===== src/rtl/board_reset_io.sv =====
// board_reset_io: SoC reset sequencing from PLL lock, button debounce with edge pulses,
// and per-channel PWM LED drive gated by the SoC reset.
module board_reset_io #(
    parameter int RESET_CYCLES    = 255,
    parameter int NBUT            = 2,
    parameter int DEBOUNCE_CYCLES = 65535,
    parameter int NLED            = 2,
    parameter int PWM_W           = 8
) (
    input  logic                    clk,
    input  logic                    reset_n,
    input  logic                    pll_locked,
    input  logic                    soft_rst_req,
    output logic                    sys_reset_n,
    input  logic [NBUT-1:0]         but_i,
    output logic [NBUT-1:0]         but_o,
    output logic [NBUT-1:0]         but_rise,
    output logic [NBUT-1:0]         but_fall,
    input  logic [NLED-1:0]         led_i,
    input  logic [NLED*PWM_W-1:0]   led_duty,
    output logic [NLED-1:0]         led_o
);
    localparam int RW = $clog2(RESET_CYCLES + 1);
    localparam int DW = DEBOUNCE_CYCLES > 1 ? $clog2(DEBOUNCE_CYCLES) : 1;

    logic [1:0]       lock_q;
    logic [RW-1:0]    rcnt_q, rcnt_d;
    logic             sys_q, sys_d;
    logic [NBUT-1:0]  bs1_q, bs2_q, but_q, but_d, rise_q, rise_d, fall_q, fall_d;
    logic [DW-1:0]    dcnt_q [NBUT];
    logic [DW-1:0]    dcnt_d [NBUT];
    logic [PWM_W-1:0] pc_q;
    logic [NLED-1:0]  led_q, led_d;

    always_comb begin
        rcnt_d = rcnt_q;
        sys_d  = 1'b0;
        if (!lock_q[1] || soft_rst_req) rcnt_d = '0;
        else if (rcnt_q != RW'(RESET_CYCLES)) rcnt_d = rcnt_q + 1'b1;
        else sys_d = 1'b1;
        but_d  = but_q;
        rise_d = '0;
        fall_d = '0;
        for (int i = 0; i < NBUT; i++) begin
            dcnt_d[i] = '0;
            if (bs2_q[i] != but_q[i]) begin
                if (dcnt_q[i] == DW'(DEBOUNCE_CYCLES - 1)) begin
                    but_d[i]  = bs2_q[i];
                    rise_d[i] = bs2_q[i];
                    fall_d[i] = !bs2_q[i];
                end else begin
                    dcnt_d[i] = dcnt_q[i] + 1'b1;
                end
            end
        end
        // full-scale duty bypasses the compare so the LED never has a dark cycle
        for (int i = 0; i < NLED; i++)
            led_d[i] = sys_q & led_i[i] &
                       ((&led_duty[i*PWM_W +: PWM_W]) | (pc_q < led_duty[i*PWM_W +: PWM_W]));
    end

    always_ff @(posedge clk or negedge reset_n) begin
        if (!reset_n) begin
            lock_q <= '0;
            rcnt_q <= '0;
            sys_q  <= 1'b0;
            bs1_q  <= '0;
            bs2_q  <= '0;
            but_q  <= '0;
            rise_q <= '0;
            fall_q <= '0;
            for (int i = 0; i < NBUT; i++) dcnt_q[i] <= '0;
            pc_q   <= '0;
            led_q  <= '0;
        end else begin
            lock_q <= {lock_q[0], pll_locked};
            rcnt_q <= rcnt_d;
            sys_q  <= sys_d;
            bs1_q  <= but_i;
            bs2_q  <= bs1_q;
            but_q  <= but_d;
            rise_q <= rise_d;
            fall_q <= fall_d;
            for (int i = 0; i < NBUT; i++) dcnt_q[i] <= dcnt_d[i];
            pc_q   <= pc_q + 1'b1;
            led_q  <= led_d;
        end
    end

    assign sys_reset_n = sys_q;
    assign but_o       = but_q;
    assign but_rise    = rise_q;
    assign but_fall    = fall_q;
    assign led_o       = led_q;
endmodule


===== config.mk =====
export PLATFORM = sky130hd
export DESIGN_NAME = board_reset_io
export DESIGN_NICKNAME = d
export VERILOG_FILES = /design/src/rtl/board_reset_io.sv
export SDC_FILE = /design/constraint.sdc
export NUM_CORES = 1
export LEC_CHECK = 0
export BUFFER_PORTS_ARGS = -buffer_cell sky130_fd_sc_hd__buf_2
export CAP_MARGIN = 15
export CORE_ASPECT_RATIO = 1.1
export CORE_MARGIN = 4
export CORE_UTILIZATION = 46
export CTS_CLUSTER_SIZE = 10
export DETAILED_ROUTE_END_ITERATION = 6
export PLACE_DENSITY_LB_ADDON = 0.2
export SETUP_SLACK_MARGIN = 0.15
export SYNTH_ARGS = -nofsm -noshare
export SYNTH_HDL_FRONTEND = slang
export SYNTH_SLANG_ARGS = --single-unit

===== constraint.sdc =====
create_clock -name clk -period 2.5 [get_ports clk]
set_clock_uncertainty 0.1 [all_clocks]
set_input_delay 0.5 -clock clk [delete_from_list [all_inputs] [get_ports clk]]
set_output_delay 0.5 -clock clk [all_outputs]
set_load 0.01 [all_outputs]

## Word level (Yosys, flattened, before mapping)

Index checks and enable logic that the tools add are counted.

- Word-level logic and storage cells: 55
- Output and inout port bits: 9
- Register bits after elaboration: 63
- Input port bits: 24

- Magnitude comparators: 2
- Multiplexer cells: 16
- Equal/unequal tests: 5
- Reductions and logical operators: 9
- Bitwise logic cells: 6
- Add/sub/neg operators: 4

Operator list:

| operator | number |
|---|---|
| 16-bit two-way mux | 4 |
| 16-bit by 1-bit adder with 16-bit output, second input constant | 2 |
| 16-bit == test, second input constant | 2 |
| 8-bit by 1-bit adder with 8-bit output, second input constant | 2 |
| 8-bit < comparator | 2 |
| 8-bit two-way mux | 2 |
| 8-bit AND reduction | 2 |
| 1-bit two-way mux | 10 |
| 8-bit != test, second input constant | 1 |
| 1-bit AND | 4 |
| 2-bit AND reduction | 2 |
| 1-bit logical NOT | 3 |
| 1-bit != test | 2 |
| 1-bit OR | 2 |
| 2-bit nonzero test | 1 |
| 1-bit logical OR | 1 |

## Logic depth before layout (Yosys ltp)

Gate-level depths: netlist (run 1).

- Depth after elaboration: 3
- Mapped depth: 7
- Gate-level depth less buffers: 6

## Worst setup path after synthesis (run 1)

OpenSTA, ideal clock, no wires.

- Path type: register to register
- From: reg dcnt_q[23] in the netlist's numbering
- To: reg but_q[0], in the netlist but_o[0]
- Stages on the path, launching flop included: 5
- Arrival time: 1.504 ns
- Data required time: 2.275 ns
- Library setup time: 0.125 ns
- Period minus slack after synthesis: 1.729 ns
- Buffers on the path: 0
- Path slack: 0.771 ns
- Cells stage by stage: dfrtp_1 > nand4_2 > or3_4 > or2_4 > mux2_4

- Cells in the longest elaborated chain, start to end: 2

Ends and longest elaborated chain:

| element | line | text |
|---|---|---|
| start, declared | 30 | `logic [DW-1:0] dcnt_q [NBUT];` |
| 16-bit == test | 47 | `if (dcnt_q[i] == DW'(DEBOUNCE_CYCLES - 1)) begin` |
| 2-bit AND reduction (no source line) | - |  |
| end signal, assigned | 81 | `but_q <= but_d;` |
| end, declared | 29 | `logic [NBUT-1:0] bs1_q, bs2_q, but_q, but_d, rise_q, rise_d, fall_q, fall_d;` |

Every way passes these cells.
A chain may end at the register's enable or synchronous reset.

==> metrics.cfg, run 1 <==
[run_status]
outcome=finished, final reports clean

[yosys]
synth_warnings=0
synth_cells=310
synth_nets=354
yosysSeqAreaShare_pct=50.02
synth_cell_type_count=42
synthAdderAreaFrac_pct=7.940
synthSimpleGateAreaFrac_pct=22.11
synth_top_family_by_area=simple AND/OR/NAND/NOR gates
synth_xor_area_share_pct=10.28
ys_seq_elements=63
netlist_area_um2=3152
synth_compound_area_share_pct=5.597
muxShareOfSynthArea_pct=0.8337
avgSynthCellArea_um2=10.17

[timing]
max_freq_ghz=0.5270
slew-limit-headroom_pct=59.60
setup_viol=0
finalMaxSlewViolations=0
timing.final.crit_share_pct=75.90
period_minus_slack_ns=1.897
rsz0062_at_grt=no
hold_ws_ns=0.06538
worst_slack_ns=0.6025
worstMarginPinSlew_ns=0.6060
tns_ns=0
hold_viol=0

[clocking]
htreeDepth=3
clock_path_buffers=2
cts_root_buf=clkbuf_8
clock-sinks=63
cts_setup_buffers=0
clk_latency_ns=0.34
clk_pin_slew_ns=0.08
postCtsResizedCells=0
cts-buffers-inserted=9
ctsHoldBuffers=0
cts_tree=built

[place]
gp_congestion=0.7917
hpwlAfterDp_um=4058
dp_cells=419
preCtsSetupSlack_ns=0.5714
io_buffer_count=32

[floorplan]
core_um2=6633
io-pin-count=33
num_rows=31
die_w_um=86.92
die_area_um2=8241
die_h_um=94.82
start_util_pct=47.52

[layout]
syn_to_final_growth_pct=13.93
fillCellCount=591
antenna_cells=0
final_cell_mix=dfrtp_1, nor2_1, buf_2
multi_input_area_um2=1474
num-nets-final=392
ff_latch_area_um2=1577
fin_cells=435
final_common_cell=dfrtp_1
drive_above_1_share_pct=16.15

[worst_hold_path]
hp-class=in -> async

[worst_setup_path]
criticalPathCategory=reg -> reg
cp_max_fo=16
end_kind=register
start_kind=register
rr_worst_depth=4
rr_endpoint=dcnt_q[18]
critPathLaunch=dcnt_q[23]
r2r-start=dcnt_q[23]
reg2reg_slack_ns=0.60
worstPathArrival_ns=1.99
critPathRequiredTime_ns=2.59

[global_route]
grt_pass1_vias=2219
grt_pass1_wl_um=9729
grt_antenna_before_repair=0
overflow=0
grt_start_max_net_pins=38
grt_usage_pct=15.12

[detailed_routing]
dr.first_iter.drc_count=67
drcViolationCount=0
via_per_inst=5.182
routed_wl_um=5537
wl_per_cell_um=12.73
vias=2254
dr.pass1.iters=4
ant_nets=0

[power_and_ir_drop]
p_leak_nw=1.721
ir_drop_uv=351.3
powerDensity_nw_per_um2=543.1

[run]
max-cap-violations=0

==> sequential cells by signal (all words and copies together), names as in the netlist <==
name         flops
dcnt_q          32
but_fall         2
bs1_q            2
led_o            2
pc_q             8
bs2_q            2
but_rise         2
sys_reset_n      1
rcnt_q           8
but_o            2
lock_q           2
==> critical path, cell delays in order, from the launching register on <==
cell and delay (ns):
dfrtp_1 0.42, nand4_2 0.18, or3_4 0.42, o21ai_2 0.51
nor2_1 0.12
==> area by class of cell <==
class / instances / area share [%]
multi-input combinational: 221 / 41.05
inverter: 20 / 2.091
clock inverter: 6 / 1.254
timing repair buffer: 33 / 5.017
sequential: 63 / 43.90
clock buffer: 10 / 3.833
tap: 82 / 2.857
==> power by group <==
group / switching [mW] / internal [mW]
Sequential: 0.0147 / 1.03
Combinational: 0.0618 / 0.0380
Clock: 0.411 / 0.391
==> cell families after synthesis <==
kind of cell,after synthesis
XOR/XNOR,37
buffers and inverters,26
AND/OR/NAND/NOR,135
multiplexers,2
AO/OA/AOI/OAI,27
adder cells (fa/ha/maj),20
flip-flops,63
==> cell usage after synthesis (all sizes together) <==
master / number / share of area [%]
a31oi: 2 / 0.40
or2: 3 / 0.67
xnor2: 16 / 4.4
nand4: 17 / 3.6
nand2: 18 / 2.1
a211oi: 1 / 0.24
inv: 20 / 2.4
a2111oi: 1 / 0.28
buf: 2 / 0.36
o2111ai: 1 / 0.28
and2: 3 / 0.60
nor4: 5 / 0.99
nor2: 45 / 5.4
o211ai: 2 / 0.48
clkbuf: 4 / 0.48
o211a: 1 / 0.32
nand2b: 1 / 0.20
ha: 20 / 7.9
dfrtp: 63 / 50
and4: 6 / 1.7
a211o: 1 / 0.28
nor3: 8 / 1.3
a21oi: 7 / 1.1
and3: 2 / 0.40
o31ai: 1 / 0.24
a21o: 1 / 0.24
o21bai: 1 / 0.24
nor3b: 6 / 1.4
or3: 2 / 0.56
xor2: 21 / 5.8
nor4bb: 1 / 0.32
mux2: 2 / 0.83
nand3b: 1 / 0.24
o21ai: 7 / 1.2
nand3: 17 / 2.7
o41ai: 1 / 0.28
==> worst max path at each step <==
stage	end	slack, ns	cells after the start
3_5_place_dp	dcnt_q[18]	0.57	4
3_3_place_gp	dcnt_q[20]	0.63	4
6_report	dcnt_q[18]	0.60	4
2_1_floorplan	but_o[0]	0.77	4
4_1_cts	dcnt_q[18]	0.55	4
5_1_grt	dcnt_q[27]	0.38	4
==> stage by stage <==
stage / power (mW) / util (%) / cell area, µm²
after floorplan: 1.112 / - / 3152
after detailed placement: 1.171 / 51.39 / 3408
after global routing: 2.046 / 54.14 / 3591
final: 1.950 / 54.14 / 3591
after global placement: 1.167 / 51.39 / 3408
after CTS: 1.982 / 54.14 / 3591
==> per-layer routing <==
| metal | share of wire (%) | global-route usage [%] |
|---|---|---|
| met1 | 48 | 19.34 |
| met4 | 1.6 | 6.623 |
| met3 | 3.2 | 3.665 |
| met2 | 47 | 24.24 |
| met5 | 0 | 0 |
(Power assumes the default switching activity.)
==> run 2, diff against run 1 <==
Settings changed: ABC_AREA set to 1.
Clock period 2.5 ns to 1.9 ns, I/O delays scaled along.
==> run 2 against run 1 <==
- sequential power rose by 33%
- combinational power rose by 74%
- die area rose by 6.0%
- register-to-register slack got worse by 0.25 ns
- synthesized cell count rose by 35%
- clock power rose by 54%
- sequential cell count did not move
- wire length rose by 15%
==> metrics.cfg, run 2 <==
[timing]
max_freq_ghz=0.6444  ; +22%
tns_ns=0  ; unchanged
setup_viol=0  ; unchanged
slew-limit-headroom_pct=73.16  ; +14 points
finalMaxSlewViolations=0  ; unchanged
period_minus_slack_ns=1.552  ; -0.3457 ns
timing.final.crit_share_pct=81.67  ; +5.8 points
hold_viol=0  ; unchanged
worstMarginPinSlew_ns=0.4013  ; -0.2047 ns
rsz0062_at_grt=no

[layout]
syn_to_final_growth_pct=15.61
final_cell_mix=nand2_1, nor2_1, dfrtp_1
final_common_cell=nand2_1
largest-register=dcnt_q
multi_input_area_um2=1541  ; +4.6%
largest_register_ffs=32  ; unchanged
num-nets-final=509  ; +30%
antenna_cells=0  ; unchanged
fillCellCount=676  ; +14%
top_regs=dcnt_q x32, pc_q x8, rcnt_q x8
drive_above_1_share_pct=12.55  ; -3.6 points
ff_latch_area_um2=1577  ; unchanged
fin_cells=555  ; +28%
finalInstanceArea_um2=3882  ; +8.1%

[power_and_ir_drop]
total_power_mw=2.818  ; +44%
powerDensity_nw_per_um2=725.8  ; +34%
p_leak_nw=1.919  ; +12%
ir_drop_uv=563.0  ; +60%

[clocking]
clk_latency_ns=0.34  ; about the same
cts_setup_buffers=0  ; unchanged
cts-buffers-inserted=9  ; unchanged
cts_tree=built
clk_pin_slew_ns=0.07  ; about the same
clock_path_buffers=2  ; unchanged
htreeDepth=3  ; unchanged
clock-sinks=63  ; unchanged
cts_root_buf=clkbuf_8

[worst_hold_path]
hp-class=in -> reg
holdCritStartpoint=pll_locked
whs_path_depth=1
whs_endpoint=lock_q[0]

[floorplan]
io-pin-count=33  ; unchanged
start_util_pct=47.66  ; +0.14 points
die_w_um=89.47  ; +2.9%
die_area_um2=8733  ; +6.0%
num_rows=32  ; +3.2%
die_h_um=97.62  ; +3.0%
core_um2=7047  ; +6.2%

[detailed_routing]
dr.pass1.iters=5  ; +1
drcViolationCount=0  ; unchanged
wl_per_cell_um=11.52  ; -9.5%
vias=2733  ; +21%
dr.first_iter.drc_count=97  ; +45%
via_per_inst=4.924  ; -5.0%
routed_wl_um=6392  ; +15%
ant_nets=0  ; unchanged

[worst_setup_path]
reg2reg_slack_ns=0.35  ; -0.25 ns
cp_cell_sequence=nand2_1, nor2_1, nand2_1, nor2_1, nand4_1, nand2_1, nor2_1
critPathMaxStageDelay_ns=0.40  ; -0.11 ns
r2r-start=dcnt_q[5]
cp.buffers_inverters=0  ; unchanged
worstPathArrival_ns=1.68  ; -0.31 ns
criticalPathCategory=reg -> reg
rr_worst_depth=7  ; +3
cp_max_fo=4  ; -12
rr_endpoint=dcnt_q[15]
crit_family=simple AND/OR/NAND/NOR gates
cp_slowest_cell=dfrtp_1
critPathRequiredTime_ns=2.03  ; -0.56 ns
end_kind=register
start_kind=register

[global_route]
grt_usage_pct=16.30  ; +1.2 points
grt_pass1_vias=2643  ; +19%
grt_pass1_wl_um=11320  ; +16%
grt_antenna_before_repair=0  ; unchanged
grt_start_max_net_pins=64  ; +68%
overflow=0  ; unchanged

[yosys]
synth_most_common_cell=nand2_1
yosysTopAreaCell=dfrtp_1
synth_nets=462  ; +31%
netlist_area_um2=3358  ; +6.6%
synth_ff_type=dfrtp_1
avgSynthCellArea_um2=8.034  ; -21%
ys_seq_elements=63  ; unchanged
synth_edf_count=0  ; unchanged
synth_warnings=0  ; unchanged
synth_cell_type_count=27  ; -36%
synth_top_area_share_pct=46.94  ; -3.1 points
synth_area_leaders=dfrtp_1, nand2_1, nor2_1
async_flop_share_pct=100.0  ; unchanged
yosysSeqAreaShare_pct=46.94  ; -3.1 points
synth_cells=418  ; +35%
netlist_top_cells_count=nand2_1, nor2_1, dfrtp_1

[place]
placed_cell_area_um2=3662  ; +7.5%
io_buffer_count=32  ; unchanged
hpwlAfterDp_um=4728  ; +17%
gp_congestion=0.8416  ; +6.3%
dp_cells=538  ; +28%

[run_status]
outcome=finished, final reports clean

[run]
max-cap-violations=0  ; unchanged

## run 2: cell count changes after synthesis, moves of 4 or more
| cell | previous run | this run |
|---|---|---|
| nand2_1 | 18 | 92 |
| inv_1 | 20 | 60 |
| nor2_1 | 45 | 74 |
| xor2_1 | 21 | 11 |
| a21oi_1 | 7 | 14 |
| nor3_1 | 8 | 15 |
| xnor2_1 | 16 | 9 |
| and4_1 | 6 | 0 |
| nor3b_1 | 6 | 0 |
| clkbuf_1 | 4 | 0 |
## run 2: how the worst max path moves through the flow
stage,startpoint,to,slack [ns],cells after the start
after detailed placement,rcnt_q[0],rcnt_q[3],0.28,5
after CTS,rcnt_q[0],rcnt_q[0],0.27,5
after floorplan,rcnt_q[0],rcnt_q[3],0.51,5
final,dcnt_q[5],dcnt_q[15],0.35,7
after global routing,dcnt_q[16],dcnt_q[26],0.18,7
after global placement,led_duty[13],led_o[1],0.36,8
## run 2: cells by family after synthesis
group | count (synthesis) | share of synthesized area (%)
buffers and inverters | 64 | 7.302
XOR/XNOR | 20 | 5.216
adder cells (fa/ha/maj) | 20 | 7.452
flip-flops | 63 | 46.94
AND/OR/NAND/NOR | 223 | 28.43
AO/OA/AOI/OAI | 28 | 4.657
## run 2: where the power goes
part | switching (mW) | total, mW | internal (mW) | leakage [nW]
logic | 0.102 | 0.174 | 0.0713 | 0.970
clock network | 0.508 | 1.24 | 0.736 | 0.104
registers | 0.0273 | 1.40 | 1.37 | 0.845
## run 2: worst reg2reg max path, stage by stage, from the launching register on
cell     delay (ns)
dfrtp_1        0.40
nand2_1        0.10
nor2_1         0.19
nand2_1        0.12
nor2_1         0.27
nand4_1        0.14
nand2_1        0.09
nor2_1         0.04
## run 2: stage by stage
step	util (%)	hold slack (ns)	worst slack, ns
floorplan	-	-0.01559	0.5083
global placement	51.97	0.2362	0.3614
detailed placement	51.97	0.2386	0.2761
CTS	55.02	0.03477	0.2747
global route	55.10	0.04236	0.1828
finish	55.10	0.05010	0.3482
## run 2: timing repair
action	CTS	global route
hold endpoints to repair	63	0
hold buffers	1	0
gates resized for setup	0	1
setup endpoints to repair	0	3
## run 2: area by class of cell
class / instances / area share [%]
clock inverters: 4 / 1.805
repair buffers: 38 / 5.672
inverters: 62 / 5.994
multi-input cells: 291 / 39.70
flip-flops and latches: 63 / 40.61
well taps: 85 / 2.739
clock buffers: 12 / 3.481
## run 2: per-layer routing
metal  track usage [%]  part of all wire, %  vias up
li1                  -                    -     1416
met1             22.13                   48     1269
met2             24.90                   48       38
met3             3.308                  3.0       10
met4             6.987                  1.8        0
met5                 0                    0        -
